## src/rtl/pipeline_mem_arbiter.sv

```systemverilog
// Arbitrates the single memory port between IF fetches and MEM loads/stores.
// Optional ARB_RR_EN macro enables round-robin fairness instead of data-first priority.
module pipeline_mem_arbiter #(
  parameter int CNT_W = 16
) (
  input  logic             clk,
  input  logic             rst,
  input  logic             inst_read,
  input  logic [31:0]      inst_addr,
  output logic [31:0]      inst_rdata,
  output logic             inst_resp,
  input  logic             data_read,
  input  logic             data_write,
  input  logic [31:0]      data_addr,
  input  logic [31:0]      data_wdata,
  input  logic [3:0]       data_mbe,
  output logic [31:0]      data_rdata,
  output logic             data_resp,
  output logic             mem_read,
  output logic             mem_write,
  output logic [31:0]      mem_addr,
  output logic [31:0]      mem_wdata,
  output logic [3:0]       mem_mbe,
  input  logic [31:0]      mem_rdata,
  input  logic             mem_resp,
  output logic [CNT_W-1:0] inst_wait_cnt,
  output logic [CNT_W-1:0] data_wait_cnt,
  output logic [1:0]       dbg_state
);

  // Handshake: a requester holds read/write until its one-cycle resp; mem_* stay stable until mem_resp.
  typedef enum logic [1:0] {IDLE = 2'd0, SERVE_I = 2'd1, SERVE_D = 2'd2} state_t;

  state_t             state_q, state_d;
  logic               mem_read_q, mem_read_d;
  logic               mem_write_q, mem_write_d;
  logic [31:0]        mem_addr_q, mem_addr_d;
  logic [31:0]        mem_wdata_q, mem_wdata_d;
  logic [3:0]         mem_mbe_q, mem_mbe_d;
  logic [31:0]        inst_rdata_q, inst_rdata_d;
  logic [31:0]        data_rdata_q, data_rdata_d;
  logic [CNT_W-1:0]   inst_wait_q, inst_wait_d;
  logic [CNT_W-1:0]   data_wait_q, data_wait_d;
  logic               data_pend, grant_i, grant_d;
  logic               unused_addr_lsbs;

  assign unused_addr_lsbs = ^{inst_addr[1:0], data_addr[1:0]};
  assign data_pend        = data_read | data_write;

`ifdef ARB_RR_EN
  // last_grant: 0 = instruction side, 1 = data side
  logic last_grant_q, last_grant_d;

  always_comb begin
    grant_i = 1'b0;
    grant_d = 1'b0;
    if (state_q == IDLE) begin
      if (data_pend && inst_read) begin
        grant_d = ~last_grant_q;
        grant_i = last_grant_q;
      end else begin
        grant_d = data_pend;
        grant_i = inst_read;
      end
    end
    last_grant_d = last_grant_q;
    if (grant_d) last_grant_d = 1'b1;
    else if (grant_i) last_grant_d = 1'b0;
  end
`else
  always_comb begin
    grant_d = (state_q == IDLE) && data_pend;
    grant_i = (state_q == IDLE) && inst_read && !data_pend;
  end
`endif

  assign inst_resp = (state_q == SERVE_I) && mem_resp && !rst;
  assign data_resp = (state_q == SERVE_D) && mem_resp && !rst;

  always_comb begin
    state_d      = state_q;
    mem_read_d   = mem_read_q;
    mem_write_d  = mem_write_q;
    mem_addr_d   = mem_addr_q;
    mem_wdata_d  = mem_wdata_q;
    mem_mbe_d    = mem_mbe_q;
    inst_rdata_d = inst_resp ? mem_rdata : inst_rdata_q;
    data_rdata_d = data_resp ? mem_rdata : data_rdata_q;
    if (grant_d) begin
      state_d     = SERVE_D;
      mem_write_d = data_write;
      mem_read_d  = data_read & ~data_write;
      mem_addr_d  = {data_addr[31:2], 2'b00};
      mem_wdata_d = data_wdata;
      mem_mbe_d   = data_mbe;
    end else if (grant_i) begin
      state_d     = SERVE_I;
      mem_read_d  = 1'b1;
      mem_write_d = 1'b0;
      mem_addr_d  = {inst_addr[31:2], 2'b00};
      mem_wdata_d = 32'h0;
      mem_mbe_d   = 4'hF;
    end else if (state_q != IDLE && mem_resp) begin
      state_d     = IDLE;
      mem_read_d  = 1'b0;
      mem_write_d = 1'b0;
    end

    // A request granted in the same IDLE cycle it is seen has not waited.
    inst_wait_d = inst_wait_q;
    if (inst_read && state_q != SERVE_I && !grant_i && inst_wait_q != {CNT_W{1'b1}})
      inst_wait_d = inst_wait_q + CNT_W'(1);
    data_wait_d = data_wait_q;
    if (data_pend && state_q != SERVE_D && !grant_d && data_wait_q != {CNT_W{1'b1}})
      data_wait_d = data_wait_q + CNT_W'(1);
  end

  always_ff @(posedge clk) begin
    if (rst) begin
      state_q      <= IDLE;
      mem_read_q   <= 1'b0;
      mem_write_q  <= 1'b0;
      mem_addr_q   <= 32'h0;
      mem_wdata_q  <= 32'h0;
      mem_mbe_q    <= 4'h0;
      inst_rdata_q <= 32'h0;
      data_rdata_q <= 32'h0;
      inst_wait_q  <= '0;
      data_wait_q  <= '0;
`ifdef ARB_RR_EN
      last_grant_q <= 1'b0;
`endif
    end else begin
      state_q      <= state_d;
      mem_read_q   <= mem_read_d;
      mem_write_q  <= mem_write_d;
      mem_addr_q   <= mem_addr_d;
      mem_wdata_q  <= mem_wdata_d;
      mem_mbe_q    <= mem_mbe_d;
      inst_rdata_q <= inst_rdata_d;
      data_rdata_q <= data_rdata_d;
      inst_wait_q  <= inst_wait_d;
      data_wait_q  <= data_wait_d;
`ifdef ARB_RR_EN
      last_grant_q <= last_grant_d;
`endif
    end
  end

  assign mem_read      = mem_read_q;
  assign mem_write     = mem_write_q;
  assign mem_addr      = mem_addr_q;
  assign mem_wdata     = mem_wdata_q;
  assign mem_mbe       = mem_mbe_q;
  assign inst_rdata    = inst_rdata_d;
  assign data_rdata    = data_rdata_d;
  assign inst_wait_cnt = inst_wait_q;
  assign data_wait_cnt = data_wait_q;
  assign dbg_state     = state_q;

endmodule

```

## config.mk

```make
export PLATFORM = sky130hd
export DESIGN_NAME = pipeline_mem_arbiter
export DESIGN_NICKNAME = d
export VERILOG_FILES = /design/src/rtl/pipeline_mem_arbiter.sv
export SDC_FILE = /design/constraint.sdc
export NUM_CORES = 1
export LEC_CHECK = 0
export CORE_ASPECT_RATIO = 1.2
export CORE_MARGIN = 2
export CORE_UTILIZATION = 47
export CTS_BUF_LIST = sky130_fd_sc_hd__clkbuf_2 sky130_fd_sc_hd__clkbuf_4 sky130_fd_sc_hd__clkbuf_8
export DETAILED_ROUTE_END_ITERATION = 8
export PLACE_DENSITY = 0.95
export SLEW_MARGIN = 20
export SYNTH_ARGS = -nofsm -noshare
export SYNTH_HDL_FRONTEND = slang
export SYNTH_SLANG_ARGS = --single-unit
```

## constraint.sdc

```tcl
create_clock -name clk -period 3.85 [get_ports clk]
set_input_delay 0.5775 -clock clk [delete_from_list [all_inputs] [get_ports clk]]
set_output_delay 0.5775 -clock clk [all_outputs]
set_load 0.01 [all_outputs]
```

# Word-level counts from Yosys, hierarchy flattened
# Cells that the tools add are included.
# op_classes
add_sub_neg,2
eq_ne,6
mux,16
bitwise_logic,3
n_reduce_logical,24
# ops
cell,count
$mux 32,6
$add 16x1->16 const B,2
$ne 16x16->1 const B,2
$logic_and 1x1->1,14
$mux 4,2
$mux 2,3
$reduce_bool 2->1,3
$mux 1,5
$logic_not 1->1,4
$reduce_bool 3->1,1
$eq 2x1->1 const B,1
$eq 2x2->1 const B,1
$logic_not 2->1,1
$ne 2x1->1 const B,1
$ne 2x2->1 const B,1
$reduce_or 2->1,1
$and 1x1->1,1
$not 1->1,1
$or 1x1->1,1
# word_totals
regBits,166
in_bits,138
output_inout_bits,170
elab_cells,62

# Depth between registers and ports, before layout
# logic_depth
word_depth,6
depth_mapped,7
ltp_nobuf,5

# Least setup slack after synthesis
# Ideal clock, no wire load.
# synth_path
path_kind,input port to output port
start,in rst
end,out inst_rdata[22]
t_arrival_ns,1.728
t_required_ns,3.273
path_slack_ns,1.544
cell_stages,4
n_path_buf,2
cell_sequence,buf_2 > nor4b_4 > buf_6 > mux2_4
# synth_via
elab_chain_cells,3
# synth_lines
item,line,rtl
"start, declared",7,"input logic rst,"
$logic_not 1->1,77,assign inst_resp = (state_q == SERVE_I) && mem_resp && !rst;
$logic_and 1x1->1,77,
named net inst_resp,11,"output logic inst_resp,"
$mux 32,87,inst_rdata_d = inst_resp ? mem_rdata : inst_rdata_q;
"end, declared",10,"output logic [31:0] inst_rdata,"
# The timed path passes the listed nets, and every way through them passes these cells.

# Final worst setup path
# layout_path
start,"reg state_q[0], in the netlist dbg_state[0]"
end,out inst_rdata[1]
# layout_via
elab_chain_cells,4
# layout_lines
item,line,rtl
"start, declared",34,"state_t state_q, state_d;"
"start signal, assigned",134,state_q <= state_d;
$eq 2x1->1,77,
$logic_and 1x1->1 (2 in series),77,
$mux 32,87,
# No other way between the ends.

==> results.sh <==
export IMPL_status="finished clean"
export IMPL_setup_tns_ns=0
export IMPL_min_period_over_period_pct=84.0
export IMPL_die_w_um=116
export IMPL_dp_hpwl_um=15100
export IMPL_arrival_ns=2.66
export IMPL_post_cts_buffers=0
export IMPL_clkTransAtPathRegs_ns=0.08
export IMPL_nets=1132
export IMPL_drt_total_wl_um=21300
export IMPL_vdd_drop_max_mv=0.256
export IMPL_grt_pass1_vias=6654
export IMPL_relSlewSlack_pct=28.7
export IMPL_grtUsageTotal_pct=26.4
export IMPL_clock_path_buffers=2
export IMPL_critPathMaxFanout=33
export IMPL_finalHoldViolations=0
export IMPL_slew_viol_final=0
export IMPL_drc=0
export IMPL_die_h_um=138
export IMPL_yosysSeqAreaShare_pct=47.0
export IMPL_synth_edf_count=0
export IMPL_slowest_stage="dfxtp_1"
export IMPL_vias=6508
export IMPL_cp_start_kind="flip-flop"
export IMPL_ys_ff_latch=166
export IMPL_synth_compound_area_share_pct=13.2
export IMPL_cap_violations=0
export IMPL_synth_simple_area_share_pct=22.1
export IMPL_grt_antenna_before_repair=0
export IMPL_io_pins=308
export IMPL_gp_congestion=0.863
export IMPL_diodes=0
export IMPL_overflow=0
export IMPL_grt_max_degree=101
export IMPL_worst_path_stages=4
export IMPL_ys_flop_type="dfxtp_1"
export IMPL_synth_largest_area_cell="dfxtp_1"
export IMPL_synth_xor_area_share_pct=0.124
export IMPL_drt_iter0_markers=396
export IMPL_synthCells=715
export IMPL_crit_buf_inv=2
export IMPL_clk_insertion_delay_late_ns=0.46
export IMPL_netlist_area_um2=7070
export IMPL_layout_common_cells="300 x clkdlybuf4s50_1, 166 x dfxtp_1, 75 x nor2_1"
export IMPL_hp_class="input pin to flip-flop"
export IMPL_rsz0062_at_grt="no"
export IMPL_cpLargestDelayFamily="buffers and inverters"
export IMPL_yosysWarnings=0
export IMPL_area_delta_synth_final_pct=49.0
export IMPL_hold_depth=2
export IMPL_first_pass_iters=5
export IMPL_required_ns=3.27
export IMPL_cts_root_buf="clkbuf_8"
export IMPL_synth_area_mux_share_pct=13.0
export IMPL_cp_end_kind="output port"
export IMPL_rows=49
export IMPL_fmax_ghz=0.309
export IMPL_htree_levels=4
export IMPL_crit_type="flip-flop to output port"
export IMPL_ctsResizeCount=0
export IMPL_dp_cells=1177
export IMPL_power_total_uw=3760
export IMPL_power_density_nw_per_um2=357
export IMPL_port_buffers=301
export IMPL_final_cells=1208
export IMPL_power_leakage_uw=0.00396
export IMPL_setup_viol=0
export IMPL_cts_hold_buf=0
export IMPL_routedWlPerCell_um=17.6
export IMPL_yosysUniqueCellTypes=54
export IMPL_path_cells="nor4b_4, buf_12, mux2_2, clkdlybuf4s50_1"
export IMPL_tightest_slew_ns=1.07
export IMPL_reg2regPathDepth=5
export IMPL_start_util_pct=47.7
export IMPL_syn_area_per_cell_um2=9.89
export IMPL_ys_top_cells_by_area="dfxtp_1 47%, mux2_2 6.7%, mux2_4 6.2%"
export IMPL_vias_per_cell=5.39
export IMPL_grt_pass1_wl_um=33500
export IMPL_cts_sinks=166
export IMPL_cts_made_buffers=17
export IMPL_min_period_ns=3.24
export IMPL_ant_nets=0
export IMPL_layout_commonest_cell="clkdlybuf4s50_1"
export IMPL_max_stage_delay_ns=0.65
export IMPL_coreArea_um2=14800
export IMPL_async_flop_share_pct=0
export IMPL_cts_tree="built"
export IMPL_die_area_um2=16000
export IMPL_netlist_area_leader_share_pct=47.0
export IMPL_drive_gt1_share_pct=13.6
export IMPL_synth_top_family_by_area="simple AND/OR/NAND/NOR gates"
export IMPL_clock_skew_ns=0.0147
export IMPL_synth_fa_ha_area_share_pct=0.354
-- worst paths after layout --
| check | startpoint | endpoint | slack [ns] |
|---|---|---|---|
| setup reg to reg | data_wait_cnt[0] | data_wait_cnt[15] | 1.63 |
| hold reg to reg | mem_addr[21] | mem_addr[21] | 0.50 |
| hold / removal | rst | dbg_state[1] | 0.37 |
| setup / recovery | dbg_state[0] | inst_rdata[1] | 0.61 |
-- kinds of logic after synthesis --
kind of cell    count (synthesis)
flops                         166
xor+xnor                        1
simple gates                  289
buf+inv                        58
mux                            72
compound gates                126
other cells                     1
fa+ha+maj                       2
-- layer usage --
metal / vias to the layer above / GRT usage (%) / wire length [um]
met1: 3094 / 27.5 / 7960
met3: 60 / 8.68 / 1570
li1: 3093 / - / -
met4: 0 / 13.0 / 858
met2: 261 / 46.7 / 10900
met5: - / 0 / 0
-- power breakdown --
part	internal, uW	switching, uW
clock network	515	677
registers	1800	52.2
logic	392	316
total	2710	1050
-- cells in the mapped netlist, types with 12 or more instances --
master and instances:
buf_2 14, a311oi_1 28, a21oi_1 24, nand2_1 67, clkbuf_1 25, a22oi_1 32
mux2_4 29, o21ai_0 12, nor2_1 75, mux2_2 42, and2_1 66, dfxtp_1 166
-- state kept, by name (all words and copies together) (netlist names) --
signal and flops:
data_rdata_q 32, data_wait_cnt 16, dbg_state 2, inst_rdata_q 32, inst_wait_cnt 16, mem_addr 30
mem_mbe 4, mem_read 1, mem_wdata 32, mem_write 1
-- stage by stage --
stage	setup slack, ns	util, %	hold WS, ns	area (um2)
after global routing	0.478	71.0	0.368	10500
after global placement	0.609	68.6	0.458	10200
after floorplan	1.54	-	0.492	7080
after CTS	0.579	71.0	0.345	10500
final	0.614	71.0	0.367	10500
after detailed placement	0.611	68.6	0.486	10200
-- cell type report --
class / count / area (um2)
clock inverter: 14 / 128
multi-input combinational: 492 / 3470
inverter: 5 / 18.8
clock buffer: 17 / 234
fill: 1072 / 4300
tap: 204 / 255
sequential: 166 / 3320
timing repair buffer: 310 / 3100
No activity file was read; power rests on OpenSTA's default activity.
